--- config.mk ---
export PLATFORM = sky130hd
export DESIGN_NAME = prescaler_ctrl_flat
export DESIGN_NICKNAME = d
export VERILOG_FILES = /design/src/rtl/prescaler_ctrl_if.sv /design/src/rtl/prescaler_ctrl.sv /design/src/flat_wrapper.sv
export SDC_FILE = /design/constraint.sdc
export NUM_CORES = 1
export LEC_CHECK = 0
export BUFFER_PORTS_ARGS = -buffer_cell sky130_fd_sc_hd__buf_2
export CORE_MARGIN = 10
export CORE_UTILIZATION = 57
export CTS_CLUSTER_SIZE = 30
export DETAILED_ROUTE_END_ITERATION = 16
export PLACE_DENSITY = 0.77
export SETUP_SLACK_MARGIN = 0.05
export SLEW_MARGIN = 5
export SYNTH_ARGS = -nofsm -noshare
export SYNTH_HDL_FRONTEND = slang
export SYNTH_SLANG_ARGS = --single-unit
--- constraint.sdc ---
create_clock -name clk_in -period 7.9 [get_ports clk_in]
set_input_delay 0 -clock clk_in [delete_from_list [all_inputs] [get_ports clk_in]]
set_output_delay 0 -clock clk_in [all_outputs]
set_load 0.05 [all_outputs]
--- src/rtl/prescaler_ctrl_if.sv ---
// Control and status bundle for the programmable clock prescaler.
// Latency: none, plain wires between controller and prescaler.
// Backpressure: none; div_load is a fire-and-forget strobe, busy reports pending state.
interface prescaler_ctrl_if #(
    parameter int W = 32
);
    logic [1:0]   mode;
    logic         step;
    logic [W-1:0] div_in;
    logic         div_load;
    logic         clk_out;
    logic         tick;
    logic         busy;
    logic [W-1:0] div_cur;

    modport master (
        output mode, step, div_in, div_load,
        input  clk_out, tick, busy, div_cur
    );

    modport slave (
        input  mode, step, div_in, div_load,
        output clk_out, tick, busy, div_cur
    );
endinterface

--- src/rtl/prescaler_ctrl.sv ---
// Programmable clock prescaler with run/stop/single-step control and glitch-free ratio reload.
// Latency: clk_out rises L edges after RUN/STEP entry; ratio applies at the period boundary.
// Backpressure: none; a reload while busy overwrites the pending ratio.
module prescaler_ctrl #(
    parameter int W           = 32,
    parameter int DEFAULT_DIV = 2
) (
    input  logic              clk_in,
    input  logic              rst_n,
    prescaler_ctrl_if.slave   pif
);
    localparam logic [W-1:0] DIV_RST = (DEFAULT_DIV < 2) ? W'(2) : W'(DEFAULT_DIV);

    typedef enum logic [1:0] {ST_IDLE, ST_RUN, ST_STEP} state_t;

    state_t       state, state_nxt;
    logic [W-1:0] cnt, cnt_nxt;
    logic         clk_out_q, clk_out_nxt;
    logic         tick_q, tick_nxt;
    logic         busy_q;
    logic         apply;
    logic [W-1:0] div_cur_q;
    logic [W-1:0] div_pend;
    logic [W-1:0] div_ld_val;
    logic [W-1:0] half;
    logic         wrap;

    assign half       = div_cur_q >> 1;
    assign wrap       = (cnt == div_cur_q - W'(1));
    assign div_ld_val = (pif.div_in < W'(2)) ? W'(2) : pif.div_in;

    always_ff @(posedge clk_in or negedge rst_n) begin
        if (!rst_n) begin
            state <= ST_IDLE;
        end else begin
            state <= state_nxt;
        end
    end

    // Mode is only honoured in IDLE or at a period boundary, which rules out runt pulses.
    always_comb begin
        state_nxt = state;
        case (state)
            ST_IDLE: begin
                if (pif.mode == 2'b01) begin
                    state_nxt = ST_RUN;
                end else if (pif.mode == 2'b10 && pif.step) begin
                    state_nxt = ST_STEP;
                end
            end
            ST_RUN, ST_STEP: begin
                if (wrap) begin
                    state_nxt = (pif.mode == 2'b01) ? ST_RUN : ST_IDLE;
                end
            end
            default: state_nxt = ST_IDLE;
        endcase
    end

    always_comb begin
        cnt_nxt     = '0;
        clk_out_nxt = 1'b0;
        tick_nxt    = 1'b0;
        apply       = 1'b0;
        case (state)
            ST_RUN, ST_STEP: begin
                cnt_nxt     = wrap ? '0 : cnt + W'(1);
                clk_out_nxt = (cnt_nxt >= half);
                tick_nxt    = (cnt_nxt == half);
                apply       = wrap & busy_q;
            end
            default: begin
                apply = busy_q;
            end
        endcase
    end

    always_ff @(posedge clk_in or negedge rst_n) begin
        if (!rst_n) begin
            cnt       <= '0;
            clk_out_q <= 1'b0;
            tick_q    <= 1'b0;
        end else begin
            cnt       <= cnt_nxt;
            clk_out_q <= clk_out_nxt;
            tick_q    <= tick_nxt;
        end
    end

    // A load coinciding with an apply keeps busy set: the old pending value goes live, the new one waits.
    always_ff @(posedge clk_in or negedge rst_n) begin
        if (!rst_n) begin
            busy_q    <= 1'b0;
            div_pend  <= DIV_RST;
            div_cur_q <= DIV_RST;
        end else begin
            if (apply) begin
                div_cur_q <= div_pend;
            end
            if (pif.div_load) begin
                div_pend <= div_ld_val;
                busy_q   <= 1'b1;
            end else if (apply) begin
                busy_q   <= 1'b0;
            end
        end
    end

    assign pif.clk_out = clk_out_q;
    assign pif.tick    = tick_q;
    assign pif.busy    = busy_q;
    assign pif.div_cur = div_cur_q;
endmodule

--- src/flat_wrapper.sv ---
// flat-port wrapper written by rule: the top's interface ports become plain ports
module prescaler_ctrl_flat 
#(
    parameter int W           = 32,
    parameter int DEFAULT_DIV = 2
)
  (clk_in, rst_n, pif_mode, pif_step, pif_div_in, pif_div_load, pif_clk_out, pif_tick, pif_busy, pif_div_cur);
  prescaler_ctrl_if #(.W(W)) pif_i ();
  input  logic clk_in;
  input  logic rst_n;
  input wire logic [$bits(pif_i.mode)-1:0] pif_mode;
  input wire logic [$bits(pif_i.step)-1:0] pif_step;
  input wire logic [$bits(pif_i.div_in)-1:0] pif_div_in;
  input wire logic [$bits(pif_i.div_load)-1:0] pif_div_load;
  output wire logic [$bits(pif_i.clk_out)-1:0] pif_clk_out;
  output wire logic [$bits(pif_i.tick)-1:0] pif_tick;
  output wire logic [$bits(pif_i.busy)-1:0] pif_busy;
  output wire logic [$bits(pif_i.div_cur)-1:0] pif_div_cur;
  assign pif_i.mode = pif_mode;
  assign pif_i.step = pif_step;
  assign pif_i.div_in = pif_div_in;
  assign pif_i.div_load = pif_div_load;
  assign pif_clk_out = pif_i.clk_out;
  assign pif_tick = pif_i.tick;
  assign pif_busy = pif_i.busy;
  assign pif_div_cur = pif_i.div_cur;
  prescaler_ctrl #(.W(W), .DEFAULT_DIV(DEFAULT_DIV)) u_core (.clk_in(clk_in), .rst_n(rst_n), .pif(pif_i));
endmodule
Word-level counts from Yosys, hierarchy flattened

Index checks and enable logic that the tools add are counted.

Register bits: 101
Input bits: 38
Output and inout port bits: 35
Logic and storage cells: 38

Add/sub/neg operators: 2
Magnitude comparators: 2
Equality and inequality tests: 8
Muxes and demuxes: 13
Bitwise operators: 1
Reductions and logical operators: 5

Operators by type and width:

| kind                                                         | count |
|---|---|
| 2-to-1 mux 32 bit                                            | 3 |
| adder 32 x 1 -> 32 bit (second input constant)               | 1 |
| == test 32 x 31 -> 1 bit                                     | 1 |
| == test 32 bit                                               | 1 |
| >= comparator 32 x 31 -> 1 bit                               | 1 |
| less-than comparator 32 x 2 -> 1 bit (second input constant) | 1 |
| subtractor 32 x 1 -> 32 bit (second input constant)          | 1 |
| 2-to-1 mux 1 bit                                             | 6 |
| 2-to-1 mux 2 bit                                             | 3 |
| == test 2 x 1 -> 1 bit (second input constant)               | 2 |
| == test 2 bit (second input constant)                        | 2 |
| case mux 2 bit (2 select lines)                              | 1 |
| != test 3 x 1 -> 1 bit (second input constant)               | 1 |
| zero test 2 bit                                              | 1 |
| != test 2 x 1 -> 1 bit (second input constant)               | 1 |
| AND reduction 2 bit                                          | 1 |
| nonzero test 2 bit                                           | 1 |
| OR reduction 2 bit                                           | 1 |
| AND 1 bit                                                    | 1 |
| logical AND 1 bit                                            | 1 |

Longest topological paths before layout

Depth in word-level cells: 6
Depth in mapped cells: 22
Gate-level depth less buffers: 19

Worst setup path after synthesis

OpenSTA, ideal clock, no wires.

Path kind: register to register
From: register u_core.div_cur_q[3] (netlist: u_core.pif.div_cur[3])
To: register u_core.clk_out_q (netlist: u_core.pif.clk_out)
Setup time: 132 ps
Arrival: 5049 ps
Required time: 7768 ps
Setup slack: 2718 ps
Cell stages (with the launch flop): 22
Buffers on the path: 4
Period minus slack after synthesis: 5182 ps
Cell sequence: dfrtp_1 buf_6 or4_1 or4b_4 buf_6 or3_1 a22oi_1 nand4_1 or4_1 buf_4 nor2_1 buf_2 nor2_1 ha_1 a21o_1 a21o_1 a211o_1 nand3b_1 a31oi_1 o211ai_1 o311a_1 o21ai_0

Longest elaborated chain between the ends: 5

Ends and longest elaborated chain:

| what                               | RTL line             | RTL |
|---|---|---|
| from (decl)                        | prescaler_ctrl.sv:22 | `logic [W-1:0] div_cur_q;` |
| from (signal assigned)             | prescaler_ctrl.sv:98 | `div_cur_q <= div_pend;` |
| subtractor 32 x 1 -> 32 bit        | prescaler_ctrl.sv:29 | `assign wrap = (cnt == div_cur_q - W'(1));` |
| == test 32 bit                     | prescaler_ctrl.sv:29 |  |
| 2-to-1 mux 32 bit                  | prescaler_ctrl.sv:67 | `cnt_nxt = wrap ? '0 : cnt + W'(1);` |
| >= comparator 32 x 31 -> 1 bit (*) | prescaler_ctrl.sv:68 | `clk_out_nxt = (cnt_nxt >= half);` |
| 2-to-1 mux 1 bit (*)               | prescaler_ctrl.sv:65 | `case (state)` |
| net u_core.clk_out_nxt             | prescaler_ctrl.sv:18 | `logic clk_out_q, clk_out_nxt;` |
| to (signal assigned)               | prescaler_ctrl.sv:85 | `clk_out_q <= clk_out_nxt;` |
| to (decl)                          | prescaler_ctrl.sv:18 |  |

Mark *: on every way through the listed nets, which the timed path passes. The rest lies on a longest branch.
A chain may end at the register's enable or synchronous reset.

Final worst setup path

From: register u_core.div_cur_q[6] (netlist: u_core.pif.div_cur[6])
To: register u_core.clk_out_q (netlist: u_core.pif.clk_out)

Same word-level chain as after synthesis.

==> key figures <==
Global routing
  • First-pass GRT wire length: 34.9 mm
  • Largest net degree at the start of global routing: 76
  • Grt ovf: 0
  • Initial antenna violation count: 0
  • Vias in the first global route: 6,488
  • Total Routing Usage GR: 24.2%

Die
  • Die Span X: 133 µm
  • Row cnt: 41
  • Initial Util: 58.0%
  • Die Y: 133 µm
  • Die Footprint: 17,800 µm²
  • Total core area: 12,600 µm²
  • IO Pins: 73

Placed design
  • Post-Place Worst Slack: 2330 ps
  • HPWL after detailed placement: 15.4 mm
  • Placed cell count: 1,090
  • IO buf count: 72
  • RePlAce Congestion: 0.993

Worst hold path
  • WHS Endpoint: u_core.state[1]$_DFFE_PN0P_
  • HP Start: pif_mode[0]
  • Worst Hold Class: primary input to flop
  • WHS Path Cells: 4

Timing
  • Final setup viols: 0
  • Hold Vio Cnt, Final: 0
  • Final setup margin: 2250 ps
  • Slew @ Worst Pin: 996 ps
  • Period minus WS final: 5650 ps
  • Final Max Slew Viols: 0
  • Fin crit share: 71.5%
  • Fin Clk Skew: 11.7 ps
  • Max_slew headroom: 33.6%
  • RSZ-0062 raised after global routing: no
  • Fmax: 177 MHz
  • Setup_tns: 0 ps

Clock network
  • CTS Buf Count: 9
  • Clock Latency Late Sink: 370 ps
  • CTS Sinks: 101
  • # hold bufs at CTS: 33
  • Post_cts resized: 0
  • CTS tree: done
  • Clk slew on worst S/H paths: 80 ps
  • Clk root buf: clkbuf_16
  • Max clock buf depth: 2
  • Total number of H-tree levels: 3
  • Setup Fix Bufs, Post-CTS: 0

Logic synthesis
  • Synth area leader: dfrtp_1
  • Syn. warnings: 0
  • Post-synthesis register bit count: 101
  • Seq/Total Area, Yosys: 34.6%
  • Most frequent cell after synthesis: dfrtp_1
  • Post-Synthesis Cells: 899
  • FFs w/ async S/R, synth: 100%
  • Cell variety after synth: 61
  • Syn Std Cell Area: 7320 µm²
  • Synth top area share: 33.9%
  • Syn_nets: 972
  • Dominant cells by area after synthesis: dfrtp_1, nand3_1, ha_1
  • Post-Syn Area per Cell: 8.14 µm²
  • Post-synth EDFFs: 0
  • Main synth FF type: dfrtp_1
  • Commonest cells post-synth: dfrtp_1, nand2_1, nor2_1

Worst setup path
  • Critical path depth: 18
  • Crit end category: flop
  • Worst path max stage delay: 650 ps
  • Reg2reg start: u_core.pif.div_cur[6]$_DFFE_PN0P_
  • Reg2reg setup slack: 2250 ps
  • Required time of the critical path: 8140 ps
  • Worst Path Arrival: 5890 ps
  • Cells on worst reg2reg path: 18
  • Worst Path Buf+Inv: 1
  • FF-to-FF End: u_core.pif.clk_out$_DFF_PN0_
  • Top cell family by delay on the critical path: simple AND/OR/NAND/NOR gates
  • Setup CP Type: flop to flop
  • Crit-path max FO: 21
  • Critical Path, Cell by Cell: or4_4, or4b_4, or4_1, o2111ai_1, o21ai_1, or4_2, nor2_2, buf_4, nor2_1, ha_1, nand2_1, o21ai_0, a21o_1, a211oi_1, o211ai_1, o211ai_1, o311a_1, o21ai_0
  • CP max-delay cell: or4_2
  • CP startpoint kind: flop

Power and ir drop
  • P_int: 1.29 mW
  • Logic pwr share: 50.9%
  • P_sw: 1.37 mW
  • Switching portion of total power: 51.5%
  • Sequential power share: 32.3%
  • Peak VDD IR: 0.355 mV
  • Clk pwr share: 16.8%
  • Leak: 3.68 nW
  • Power Total: 2.67 mW
  • Pwr dens: 321 nW/µm²

Outcome
  • Status: complete, no violations

Layout
  • Final #Nets: 1,035
  • Synth-to-Final Area Change: 13.4%
  • Finished Layout Cells: 1,139
  • Share of layout cells above drive strength 1: 14.8%
  • Ant diodes: 0

Detailed routing
  • DR vias/cell: 6.16
  • Initial DRC count: 817
  • # DRC: 0
  • Detailed-route via count: 7,019
  • WL per Instance: 19.1 µm
  • ANT nets after route: 0
  • Final WL: 21.7 mm
  • DR pass1 iterations: 5

Run
  • Max_cap viols: 0
[sequential cells by signal, indices dropped and copies added, names as in the netlist]
signal              cells
u_core.cnt             32
u_core.div_pend        32
u_core.pif.busy         1
u_core.pif.tick         1
u_core.pif.div_cur     32
u_core.state            2
u_core.pif.clk_out      1
[per-stage QoR]
stage / area, µm² / hold slack (ps) / utilization, %
final: 8300 / 59.1 / 65.8
after global routing: 8300 / 68.7 / 65.8
after CTS: 8300 / 40.2 / 65.8
after detailed placement: 7680 / 40.5 / 60.8
after global placement: 7680 / 34.4 / 60.8
after floorplan: 7320 / -296 / -
[final cells by class]
type	count	area, µm²
multi-input combinational	694	4350
tap	172	215
clock buffer	10	239
timing repair buffer	113	753
inverter	43	161
fill	1120	4320
sequential	101	2530
clock inverter	6	53.8
[placed cells by master, fill, tap and decap left out, types with 3 or more instances in the layout]
cell type / n
nor2_1: 90
ha_1: 34
nor3_1: 18
nand3b_1: 5
a211oi_1: 3
o211a_1: 3
xnor2_1: 31
nand4b_1: 3
a21oi_1: 11
or2_2: 4
buf_2: 71
o21ai_0: 48
clkbuf_16: 9
inv_1: 43
nand3_1: 90
o2111ai_1: 3
and4_1: 4
o211ai_1: 3
and3_1: 4
dlygate4sd3_1: 33
nand4_1: 32
mux2_2: 30
a31oi_1: 37
xor2_1: 32
or4_1: 7
nand2_1: 92
and2_1: 6
a21o_1: 8
nand2b_1: 7
dfrtp_1: 98
buf_4: 9
nor4_1: 17
or3_1: 37
[worst min-delay path: cells and delay by family]
family / cells / cell delay, ps
buf+inv: 1 / 100
simple gates: 3 / 280
[power groups by stage]
stage | logic (mW) | registers [mW] | clock network (mW)
4_1_cts | 1.34 | 0.852 | 0.453
6_report | 1.36 | 0.861 | 0.450
3_3_place_gp | 1.30 | 0.855 | 0
2_1_floorplan | 0.869 | 0.960 | 0
5_1_grt | 1.49 | 0.880 | 0.477
3_5_place_dp | 1.32 | 0.861 | 0
[worst max path at each step]
stage / startpoint / endpoint / slack [ps]
6_report: u_core.pif.div_cur[6]$_DFFE_PN0P_ / u_core.pif.clk_out$_DFF_PN0_ / 2250
5_1_grt: u_core.pif.div_cur[6]$_DFFE_PN0P_ / u_core.pif.clk_out$_DFF_PN0_ / 1940
4_1_cts: u_core.pif.div_cur[6]$_DFFE_PN0P_ / u_core.pif.clk_out$_DFF_PN0_ / 2300
3_5_place_dp: u_core.pif.div_cur[6]$_DFFE_PN0P_ / u_core.pif.clk_out$_DFF_PN0_ / 2330
3_3_place_gp: u_core.pif.div_cur[3]$_DFFE_PN0P_ / u_core.pif.clk_out$_DFF_PN0_ / 2430
2_1_floorplan: u_core.pif.div_cur[3]$_DFFE_PN0P_ / u_core.pif.clk_out$_DFF_PN0_ / 2720
[routing by layer]
metal  routed length [µm]  vias to the layer above  GRT usage [%]  part of all wire [%]
met5                    0                        -              0                     0
met4                  490                        0           7.13                   2.3
met3                 1970                       27           5.98                   9.1
met2                 9660                      306           36.1                    44
met1                 9620                     3357           33.7                    44
li1                     -                     3329              -                     -
[cells by family after synthesis]
logic type / share of synthesized area (%)
multiplexers: 4.75
AND/OR/NAND/NOR: 29.1
XOR/XNOR: 7.54
AO/OA/AOI/OAI: 11.9
flip-flops: 34.6
adder cells (fa/ha/maj): 5.98
buffers and inverters: 6.17
No activity file was read; power rests on OpenSTA's default activity.
